## src/rtl/simmem_pkg.sv

```systemverilog
// Shared sizing for the simulated-memory write-response path and the
// release scheduler's state encoding.
package simmem_pkg;

  localparam int unsigned WriteRespBankTotalCapacity = 8;
  localparam int unsigned WriteRespBankAddrWidth     = 3;
  localparam int unsigned IDWidth                    = 4;

  // Release scheduler handshake state: IDLE has nothing offered, GRANT holds a slot.
  typedef enum logic {
    REL_IDLE  = 1'b0,
    REL_GRANT = 1'b1
  } rel_state_e;

endpackage

```

## src/rtl/simmem_age_matrix.sv

```systemverilog
// Relative-age tracker for the write-response slots. older[j][k] = 1 means
// slot j was reserved before slot k. Also picks the oldest requesting slot.
module simmem_age_matrix
  import simmem_pkg::*;
#(
  parameter int unsigned NumEntries = WriteRespBankTotalCapacity,
  parameter int unsigned AddrWidth  = WriteRespBankAddrWidth
) (
  input  logic                                   clk_i,
  input  logic                                   rst_ni,
  input  logic                                   set_valid,
  input  logic [AddrWidth-1:0]                   set_idx,
  input  logic [NumEntries-1:0]                  clr_onehot,
  input  logic [NumEntries-1:0]                  live,
  input  logic [NumEntries-1:0]                  req,
  output logic [NumEntries-1:0][NumEntries-1:0]  older,
  output logic [NumEntries-1:0]                  oldest
);

  logic [NumEntries-1:0][NumEntries-1:0] older_reg;
  logic [NumEntries-1:0][NumEntries-1:0] older_next;

  // A newly reserved slot becomes the youngest: its row clears and its column
  // records every slot still live after this cycle's release.
  always_comb begin
    older_next = older_reg;
    if (set_valid) begin
      for (int j = 0; j < NumEntries; j++) begin
        older_next[set_idx][j] = 1'b0;
      end
      for (int j = 0; j < NumEntries; j++) begin
        if (AddrWidth'(j) != set_idx) begin
          older_next[j][set_idx] = live[j] & ~clr_onehot[j];
        end
      end
    end
  end

  // Age matrix storage.
  always_ff @(posedge clk_i or negedge rst_ni) begin
    if (!rst_ni) begin
      older_reg <= '0;
    end else begin
      older_reg <= older_next;
    end
  end

  assign older = older_reg;

  // A requester wins when no other requester is older than it.
  for (genvar gi = 0; gi < NumEntries; gi++) begin : g_oldest
    logic [NumEntries-1:0] col;
    for (genvar gj = 0; gj < NumEntries; gj++) begin : g_col
      assign col[gj] = older_reg[gj][gi];
    end
    assign oldest[gi] = req[gi] & ~|(req & col);
  end

endmodule

```

## src/rtl/simmem_wresp_release_scheduler.sv

```systemverilog
// Picks which write-response slot to release next: a slot is releasable once
// its delay expired and no older slot with the same AXI ID is still pending.
// The oldest releasable slot is offered and held stable until accepted.
module simmem_wresp_release_scheduler
  import simmem_pkg::*;
#(
  parameter int unsigned NumEntries = WriteRespBankTotalCapacity,
  parameter int unsigned AddrWidth  = WriteRespBankAddrWidth,
  parameter int unsigned IdWidth    = IDWidth
) (
  input  logic                  clk_i,
  input  logic                  rst_ni,
  input  logic                  rsv_valid_i,
  input  logic [AddrWidth-1:0]  rsv_addr_i,
  input  logic [IdWidth-1:0]    rsv_id_i,
  input  logic [NumEntries-1:0] release_en_i,
  input  logic                  out_ready_i,
  output logic                  out_valid_o,
  output logic [AddrWidth-1:0]  out_addr_o,
  output logic [NumEntries-1:0] released_onehot_o,
  output logic [NumEntries-1:0] pending_o,
  output logic [15:0]           stall_cnt_o
);

  rel_state_e                            state;
  rel_state_e                            state_next;
  logic [AddrWidth-1:0]                  addr;
  logic [AddrWidth-1:0]                  addr_next;
  logic [AddrWidth-1:0]                  oldest_idx;
  logic [NumEntries-1:0]                 pending;
  logic [NumEntries-1:0]                 pending_next;
  logic [NumEntries-1:0]                 pend_eff;
  logic [NumEntries-1:0]                 rsv_onehot;
  logic [NumEntries-1:0]                 hs_onehot;
  logic [NumEntries-1:0]                 eligible;
  logic [NumEntries-1:0]                 oldest;
  logic [NumEntries-1:0][NumEntries-1:0] older;
  logic [IdWidth-1:0]                    id_mem [NumEntries];
  logic [15:0]                           stall_cnt;
  logic                                  handshake;
  logic                                  any_eligible;

  assign handshake = out_valid_o & out_ready_i;

  // Per-slot decode of the reservation and of the release handshake.
  for (genvar gi = 0; gi < NumEntries; gi++) begin : g_decode
    assign rsv_onehot[gi] = rsv_valid_i & (rsv_addr_i == AddrWidth'(gi));
    assign hs_onehot[gi]  = handshake & (addr == AddrWidth'(gi));
  end

  // Slots still pending once this cycle's release is taken out; a reservation
  // of the same slot re-sets it, so the reservation wins.
  assign pend_eff     = pending & ~hs_onehot;
  assign pending_next = pend_eff | rsv_onehot;

  // Pending-slot vector.
  always_ff @(posedge clk_i or negedge rst_ni) begin
    if (!rst_ni) begin
      pending <= '0;
    end else begin
      pending <= pending_next;
    end
  end

  // Per-slot AXI ID captured at reservation time.
  for (genvar gi = 0; gi < NumEntries; gi++) begin : g_id
    always_ff @(posedge clk_i or negedge rst_ni) begin
      if (!rst_ni) begin
        id_mem[gi] <= '0;
      end else if (rsv_onehot[gi]) begin
        id_mem[gi] <= rsv_id_i;
      end
    end
  end

  // Same-ID ordering: a slot is blocked while an older slot with its ID is pending.
  for (genvar gi = 0; gi < NumEntries; gi++) begin : g_elig
    logic [NumEntries-1:0] blockers;
    for (genvar gj = 0; gj < NumEntries; gj++) begin : g_blk
      assign blockers[gj] = pend_eff[gj] & older[gj][gi] & (id_mem[gj] == id_mem[gi]);
    end
    assign eligible[gi] = pend_eff[gi] & release_en_i[gi] & ~|blockers;
  end

  simmem_age_matrix #(
    .NumEntries (NumEntries),
    .AddrWidth  (AddrWidth)
  ) u_age (
    .clk_i      (clk_i),
    .rst_ni     (rst_ni),
    .set_valid  (rsv_valid_i),
    .set_idx    (rsv_addr_i),
    .clr_onehot (hs_onehot),
    .live       (pending),
    .req        (eligible),
    .older      (older),
    .oldest     (oldest)
  );

  assign any_eligible = |eligible;

  // Encode the oldest eligible slot (at most one bit set).
  always_comb begin
    oldest_idx = '0;
    for (int k = 0; k < NumEntries; k++) begin
      if (oldest[k]) begin
        oldest_idx = AddrWidth'(k);
      end
    end
  end

  // State register together with the held grant address.
  always_ff @(posedge clk_i or negedge rst_ni) begin
    if (!rst_ni) begin
      state <= REL_IDLE;
      addr  <= '0;
    end else begin
      state <= state_next;
      addr  <= addr_next;
    end
  end

  // Next state: the grant address only moves when entering GRANT or on a handshake.
  always_comb begin
    state_next = state;
    addr_next  = addr;
    case (state)
      REL_IDLE: begin
        if (any_eligible) begin
          state_next = REL_GRANT;
          addr_next  = oldest_idx;
        end
      end
      REL_GRANT: begin
        if (handshake) begin
          if (any_eligible) begin
            addr_next = oldest_idx;
          end else begin
            state_next = REL_IDLE;
          end
        end
      end
      default: state_next = REL_IDLE;
    endcase
  end

  // Outputs decoded from state.
  always_comb begin
    out_valid_o = (state == REL_GRANT);
    out_addr_o  = addr;
  end

  // Saturating count of cycles where a grant waits on the consumer.
  always_ff @(posedge clk_i or negedge rst_ni) begin
    if (!rst_ni) begin
      stall_cnt <= '0;
    end else if (out_valid_o && !out_ready_i && (stall_cnt != 16'hFFFF)) begin
      stall_cnt <= stall_cnt + 16'd1;
    end
  end

  assign released_onehot_o = hs_onehot;
  assign pending_o         = pending;
  assign stall_cnt_o       = stall_cnt;

  // Re-reserving a slot that stays pending this cycle corrupts its age and ID.
  reservation_on_pending: assert property (
    @(posedge clk_i) disable iff (!rst_ni) rsv_valid_i |-> !pend_eff[rsv_addr_i]
  );

endmodule
```

## config.mk

```make
export PLATFORM = sky130hd
export DESIGN_NAME = simmem_wresp_release_scheduler
export DESIGN_NICKNAME = d
export VERILOG_FILES = /design/src/rtl/simmem_pkg.sv /design/src/rtl/simmem_age_matrix.sv /design/src/rtl/simmem_wresp_release_scheduler.sv
export SDC_FILE = /design/constraint.sdc
export NUM_CORES = 1
export LEC_CHECK = 0
export CAP_MARGIN = 20
export CORE_ASPECT_RATIO = 0.75
export CORE_MARGIN = 3
export CORE_UTILIZATION = 60
export DETAILED_ROUTE_END_ITERATION = 8
export PLACE_DENSITY = 0.78
export SETUP_SLACK_MARGIN = 0.1
export SLEW_MARGIN = 15
export SYNTH_ARGS = -nofsm -noshare
export SYNTH_HDL_FRONTEND = slang
export SYNTH_HIERARCHICAL = 1
export SYNTH_SLANG_ARGS = --single-unit
```

## constraint.sdc

```tcl
create_clock -name clk_i -period 5.45 [get_ports clk_i]
set_clock_uncertainty 0.1 [all_clocks]
set_input_delay 1.3625 -clock clk_i [delete_from_list [all_inputs] [get_ports clk_i]]
set_output_delay 1.3625 -clock clk_i [all_outputs]
set_load 0.01 [all_outputs]
```

After elaboration in Yosys (flattened, before gate mapping)
Index checks and enable logic that the tools add are counted.
{"block": "word_totals", "out_inout_bits": 36, "regBits": 124}
{"block": "op_classes", "muxes": 47, "n_reduce_logical": 38, "bitwise": 203, "n_addsub": 1, "magnitude_cmp": 2, "eq_ne": 79}
{"operator": "AND 64 bit", "count": 8}
{"operator": "inverter 64 bit", "count": 8}
{"operator": "equality test 4 bit", "count": 56}
{"operator": "demux 8 bit (select 3 bit)", "count": 8}
{"operator": "AND 1 bit", "count": 168}
{"operator": "OR reduction 8 bit", "count": 16}
{"operator": "2-to-1 mux 8 bit", "count": 9}
{"operator": "AND 8 bit", "count": 8}
{"operator": "bitwise mux 8 bit", "count": 8}
{"operator": "2-to-1 mux 3 bit", "count": 9}
{"operator": "equality test 3 bit, second input constant", "count": 8}
{"operator": "adder 16 x 1 -> 16 bit, second input constant", "count": 1}
{"operator": "zero test 1 bit", "count": 16}
{"operator": "!= test 16 bit, second input constant", "count": 1}
{"operator": "equality test 3 x 2 -> 1 bit, second input constant", "count": 4}
{"operator": "!= test 3 bit, first input constant", "count": 4}
{"operator": "inverter 1 bit", "count": 9}
{"operator": "inverter 8 bit", "count": 1}
{"operator": "bitwise OR 8 bit", "count": 1}
{"operator": "2-to-1 mux 7 bit", "count": 1}
{"operator": "equality test 3 x 1 -> 1 bit, second input constant", "count": 2}
{"operator": "zero test 3 bit", "count": 2}
{"operator": "2-to-1 mux 6 bit", "count": 1}
{"operator": "!= test 2 x 3 -> 1 bit, first input constant", "count": 2}
{"operator": "13 further kinds", "count": 19}

Logic depth before layout (Yosys ltp)
Gate-level depths: netlist of the first run.
{"block": "depth", "word_depth": 23, "mapped_depth": 16, "mapped_depth_nobuf": 14}

Modules after synthesis
The synthesis of the first run kept the hierarchy.
{"module": "simmem_wresp_release_scheduler", "n_inst": 1, "seq_area_each_um2": 1501.4, "cells_each": 459, "area_per_inst_um2": 4430.5}
{"module": "simmem_age_matrix", "n_inst": 1, "seq_area_each_um2": 1601.5, "cells_each": 301, "area_per_inst_um2": 3166.8}

Worst setup path before layout of the first run
No wires, ideal clock.
{"block": "synth_timing", "kind": "in2reg", "from": "input port out_ready_i", "to": "register addr[0], in the netlist out_addr_o[0]", "arrival_ns": 3.429, "required_time_ns": 5.222, "path_slack_ns": 1.793, "n_path_buf": 2, "setup_ns": 0.128, "cell_stages": 16, "path_cell_list": "and3b_1 -> buf_6 -> a31oi_2 -> nand3_1 -> nand4_1 -> nor3_1 -> clkbuf_1 -> a22oi_1 -> nand4b_1 -> nor2_1 -> inv_1 -> a21oi_1 -> nor2_1 -> nor2_1 -> o21bai_1 -> mux2_1"}
{"element": "from (decl)", "line": "simmem_wresp_release_scheduler.sv:17", "rtl": "input logic out_ready_i,"}
{"element": "AND 1 bit *", "line": "simmem_wresp_release_scheduler.sv:43", "rtl": "assign handshake = out_valid_o & out_ready_i;"}
{"element": "AND 1 bit", "line": "simmem_wresp_release_scheduler.sv:48", "rtl": "assign hs_onehot[gi] = handshake & (addr == AddrWidth'(gi));"}
{"element": "inverter 8 bit *", "line": "simmem_wresp_release_scheduler.sv:53", "rtl": "assign pend_eff = pending & ~hs_onehot;"}
{"element": "AND 8 bit *", "line": "simmem_wresp_release_scheduler.sv:53"}
{"element": "AND 1 bit (2 in series)", "line": "simmem_wresp_release_scheduler.sv:80", "rtl": "assign blockers[gj] = pend_eff[gj] & older[gj][gi] & (id_mem[gj] == id_mem[gi]);"}
{"element": "OR reduction 8 bit", "line": "simmem_wresp_release_scheduler.sv:82", "rtl": "assign eligible[gi] = pend_eff[gi] & release_en_i[gi] & ~|blockers;"}
{"element": "zero test 1 bit", "line": "simmem_wresp_release_scheduler.sv:82"}
{"element": "AND 1 bit *", "line": "simmem_wresp_release_scheduler.sv:82"}
{"element": "named net eligible[4]", "line": "simmem_wresp_release_scheduler.sv:35", "rtl": "logic [NumEntries-1:0] eligible;"}
{"element": "(+1 left out)"}
{"element": "OR reduction 8 bit *", "line": "simmem_age_matrix.sv:56", "rtl": "assign oldest[gi] = req[gi] & ~|(req & col);"}
{"element": "zero test 1 bit *", "line": "simmem_age_matrix.sv:56"}
{"element": "AND 1 bit *", "line": "simmem_age_matrix.sv:56"}
{"element": "named net oldest[2]", "line": "simmem_wresp_release_scheduler.sv:36", "rtl": "logic [NumEntries-1:0] oldest;"}
{"element": "2-to-1 mux 3 bit * (6 in series)", "line": "simmem_wresp_release_scheduler.sv:106", "rtl": "if (oldest[k]) begin"}
{"element": "2-to-1 mux 3 bit *", "line": "simmem_wresp_release_scheduler.sv:129, simmem_wresp_release_scheduler.sv:136"}
{"element": "2-to-1 mux 3 bit", "line": "simmem_wresp_release_scheduler.sv:135", "rtl": "if (handshake) begin"}
{"element": "one-hot mux 3 bit (2 select lines) *", "line": "simmem_wresp_release_scheduler.sv:127", "rtl": "case (state)"}
{"element": "to (signal assigned)", "line": "simmem_wresp_release_scheduler.sv:119", "rtl": "addr <= addr_next;"}
{"element": "to (decl)", "line": "simmem_wresp_release_scheduler.sv:27", "rtl": "logic [AddrWidth-1:0] addr;"}
The timed path passes the listed nets; every way through them passes the cells marked *. The select of a mux whose other input is x is not followed.
A chain may end at the register's enable or synchronous reset.

Worst setup path after layout of the first run
{"block": "layout_timing", "from": "input port out_ready_i", "to": "output port released_onehot_o[3]"}
{"block": "layout_via", "elab_chain_len": 2}
{"element": "AND 1 bit", "line": "simmem_wresp_release_scheduler.sv:43"}
{"element": "AND 1 bit", "line": "simmem_wresp_release_scheduler.sv:48"}
{"element": "to (decl)", "line": "simmem_wresp_release_scheduler.sv:20", "rtl": "output logic [NumEntries-1:0] released_onehot_o,"}
Every way passes these cells.

==> results of run 1 <==
[layer usage]
layer | wire, µm | vias up
met1 | 10500 | 3070
li1 | - | 2665
met2 | 10100 | 416
met5 | 0 | -
met3 | 2690 | 71
met4 | 854 | 0
[final cells by class]
class,instances,area [µm²]
Multi-Input combinational cell,560,4000
Fill cell,871,3350
Sequential cell,124,3100
Timing Repair Buffer,66,648
Clock buffer,18,429
Tap cell,162,203
Clock inverter,13,193
Inverter,8,30.0
[power breakdown]
group | leakage (nW) | switching [W] | internal, W
sequential | 1.57 | 0.000492 | 0.00120
combinational | 1.88 | 0.000922 | 0.000690
clock | 0.285 | 0.000445 | 0.000766
total | 3.73 | 0.00186 | 0.00265
[cells in the final DEF (no fill, tap or decap), types with 4 or more instances in the layout]
cell type / count
a21oi_1: 7
clkdlybuf4s50_1: 53
nand4_1: 17
buf_4: 12
nor4_1: 28
nor2b_1: 17
nand2b_1: 4
or2_2: 5
xor2_1: 117
nand2_1: 57
nor3_1: 10
o31ai_1: 4
xnor2_1: 10
mux2_2: 33
nor2_1: 61
and2_1: 7
o21ai_0: 7
clkinvlp_4: 5
dfrtp_1: 124
mux2i_1: 42
nand3_1: 59
nand4b_1: 18
a22oi_1: 21
clkbuf_16: 17
inv_1: 8
a21boi_2: 4
bufinv_16: 4
[worst max-delay path by stage]
stage,to,depth (start not counted),start,slack [ps]
floorplan,out_addr_o[0],16,out_ready_i,1810
global placement,released_onehot_o[1],4,out_ready_i,900
detailed placement,out_addr_o[0],16,out_ready_i,890
CTS,released_onehot_o[3],4,out_ready_i,840
global route,released_onehot_o[3],4,out_ready_i,740
finish,released_onehot_o[3],4,out_ready_i,820
[stage by stage]
stage	util [%]	area, µm²
after floorplan	-	7550
after global placement	66.6	7960
after CTS	71.8	8580
final	72.0	8610
after detailed placement	66.6	7960
after global routing	72.0	8610
==> flow_summary.ini, run 1 <==
[drt]
drt-pass1-iter-count = 6
vias = 6222
drt_iter0_drc = 898
wire_per_inst_um = 25.4
wirelength_um = 24200
drc = 0
antenna_left = 0
routed_via_density = 6.54

[finish]
largest_register_ffs = 56
syn_to_final_growth_pct = 13.9
nets = 797
drive_gt1_share_pct = 12.4
antenna_cells = 0
layoutNonFillerInstCount = 951

[clock_tree]
hold_buffers = 0
clock-root-buffer = clkbuf_16
ctsResizeCount = 0
cts_buffers = 17
clock_sinks = 124
htree_levels = 4
clockBufferDepth = 2
post_cts.repair.setup_buffers = 0
cts_tree = done
clk_pin_slew_ps = 60
clock_latency_ps = 420

[timing]
fin_crit_sh_pct = 84.9
setup_violations = 0
max_freq_ghz = 0.216
whs_ps = 398
tightest_slew_ps = 1090
rsz0062_at_grt = false
slew_headroom_pct = 27.0
timing.final.ws_setup_ps = 823
fin_crit_ps = 4630
slew_violations = 0
setup-tns-final_ps = 0
hold_violations = 0

[die]
io_pins = 55
fp.dieH_um = 103
dieWidth_um = 136
die_area_um2 = 14000
rows = 34
fp.coreArea_um2 = 12000
start_util_pct = 63.2

[setup_path]
r2r_setup_slack_ps = 1840
reg2reg_depth = 15
cp-start-kind = primary input
endpoint_kind = output pin
timing.rr.end = out_addr_o[0]
path_max_fanout = 8
critical-path-max-stage-delay_ps = 550
critPathKind = in2out
crit_required_ps = 3990
worst_path_most_repeated_cell = clkdlybuf4s50_1
critical_path.slowest_cell = clkdlybuf4s50_1
cp.arrival_ps = 3160
cp_top_family = buffers and inverters
r2r-start = id_mem[25]
crit_buf_inv = 2
path_cells = clkdlybuf4s50_1 -> and3b_1 -> and3_1 -> clkdlybuf4s50_1

[synth]
synth_warnings = 6
netlist_area_um2 = 7550
syn_nets = 773
syn_area_per_cell_um2 = 10.0
netlist_instances = 753

[global_route]
overflow = 0
grt_busiest_layer = met2
grt_pass1_wl_um = 36800
antenna_found_initial = 0
grt_usage_pct = 35.7
grt_max_degree = 79
met2_usage_pct = 52.3
grt_pass1_vias = 6067
use_met3_pct = 10.3
grtUsageMet1_pct = 51.1

[placed_design]
dp.cells = 919
gp_congestion = 1.02
dp_hpwl_um = 17100
dpl_worst_slack_ps = 888
io_buffers = 54

[pwr]
power_leakage_nw = 3.73
vdd_drop_max_mv = 0.355
p_per_area_nw_per_um2 = 524
p_total_w = 0.00451

[min_path]
whs_path_depth = 1
min_to = stall_cnt_o[14]
min_from = stall_cnt_o[14]
worstHoldPathType = reg2reg

[run]
maxCapViolations = 0

[status]
run_status = finished, final reports clean
Note: power is estimated with default switching activity, not from simulation.
==> run 2: changes to the inputs <==
Clock period 5.45 ns to 4.68 ns, I/O delays scaled along.
==> flow_summary.ini, run 2 (same netlist as run 1, synthesis figures left out) <==
[status]
run_status = finished, final reports clean

[pwr]
vdd_drop_max_mv = 0.345
p_total_w = 0.00521
p_sw_share_pct = 41.4
intPower_w = 0.00306
pwr-share-seq_pct = 37.8
p_sw_w = 0.00216
clock_power_share_pct = 26.2
p_comb_share_pct = 36.0
power_leakage_nw = 3.74
p_per_area_nw_per_um2 = 606

[placed_design]
dpl_worst_slack_ps = 346
gp_congestion = 1.01
io_buffers = 54
placed_area_um2 = 7990
dp_hpwl_um = 17500

[timing]
setup_violations = 0
whs_ps = 399
timing.final.ws_setup_ps = 491
setup-tns-final_ps = 0
fin_crit_ps = 4190
max_freq_ghz = 0.239
hold_violations = 0
fin_crit_sh_pct = 89.5
slew_headroom_pct = 31.0
rsz0062_at_grt = false
tightest_slew_ps = 1030
slew_violations = 0

[setup_path]
cp_top_family = buffers and inverters
reg2reg_depth = 15
worst_path_most_repeated_cell = clkdlybuf4s50_1
r2r-start = id_mem[5]
endpoint_kind = output pin
critPathKind = in2out
critical_path.slowest_cell = clkdlybuf4s50_1
path_cells = clkdlybuf4s50_1 -> and3b_1 -> and2_1 -> clkdlybuf4s50_1
critical-path-max-stage-delay_ps = 570
path_max_fanout = 8
cp-start-kind = primary input
cp.arrival_ps = 2920
crit_required_ps = 3410
timing.rr.end = out_addr_o[0]
crit_buf_inv = 2
r2r_setup_slack_ps = 1060

[finish]
layout_commonest_cell = dfrtp_1
syn_to_final_growth_pct = 13.8
drive_gt1_share_pct = 12.8
nets = 799
layout_common_cells = dfrtp_1 (124), xor2_1 (117), nor2_1 (61)
largest_register_ffs = 56
final_cell_area_um2 = 8600
antenna_cells = 0

[die]
io_pins = 55
fp.coreArea_um2 = 12000
dieWidth_um = 136
fp.dieH_um = 103
start_util_pct = 63.2
rows = 34
die_area_um2 = 14000

[global_route]
overflow = 0
grt_max_degree = 69
grt_pass1_wl_um = 37000
grt_usage_pct = 35.5
grt_pass1_vias = 6135
antenna_found_initial = 0

[min_path]
whs_path_depth = 1
worstHoldPathType = reg2reg
min_from = stall_cnt_o[14]
min_to = stall_cnt_o[14]

[clock_tree]
ctsResizeCount = 0
clock_latency_ps = 420
cts_buffers = 17
clockBufferDepth = 2
clock_sinks = 124
htree_levels = 4
clk_pin_slew_ps = 60
cts_tree = done
hold_buffers = 0
clock-root-buffer = clkbuf_16
post_cts.repair.setup_buffers = 0

[drt]
routed_via_density = 6.54
wirelength_um = 24000
drc = 0
drt-pass1-iter-count = 6
antenna_left = 0
wire_per_inst_um = 25.1
vias = 6229
drt_iter0_drc = 967

[run]
maxCapViolations = 0
## run 2: cell count changes in the layout (fill, tap and decap cells not counted)
cell       change
buf_4          +2
buf_12         +1
buf_16         -1
bufinv_16      -1
clkbuf_1       -1
clkbuf_8       +1
clkinv_2       +1
clkinv_4       -1
inv_6          +1
## run 2: how the worst max path moves through the flow
stage	start	to	slack, ps	cells after the start
final	out_ready_i	released_onehot_o[1]	490	4
after global routing	out_ready_i	released_onehot_o[3]	420	4
after CTS	out_ready_i	released_onehot_o[3]	500	4
after detailed placement	out_ready_i	out_addr_o[0]	350	16
after global placement	out_ready_i	out_addr_o[0]	420	16
after floorplan	out_ready_i	out_addr_o[0]	1230	16
## run 2: final cells by class
class                           instances  area [µm²]
Multi-Input combinational cell        560        4000
Inverter                                8        30.0
Fill cell                             840        3350
Tap cell                              162         203
Clock buffer                           18         439
Timing Repair Buffer                   68         656
Sequential cell                       124        3100
Clock inverter                         13         168
## run 2: routing by layer
metal / part of all wire (%) / track usage, % / wire, µm
met4: 2.3 / 10.1 / 545
met3: 12 / 12.6 / 2920
met5: 0 / 0 / 0
met1: 44 / 51.4 / 10600
met2: 41 / 50.8 / 9880
## run 2: metrics by stage
step	util, %	instances
after floorplan	-	753
after global routing	71.9	953
after global placement	66.9	922
after detailed placement	66.9	922
after CTS	71.9	953
final	71.9	953
## run 2: power by group through the flow
stage | clock (W) | sequential, W | combinational (W)
2_1_floorplan | 0 | 0.00163 | 0.00135
3_3_place_gp | 0 | 0.00195 | 0.00175
3_5_place_dp | 0 | 0.00195 | 0.00180
4_1_cts | 0.00137 | 0.00194 | 0.00182
5_1_grt | 0.00142 | 0.00200 | 0.00201
6_report | 0.00137 | 0.00197 | 0.00188
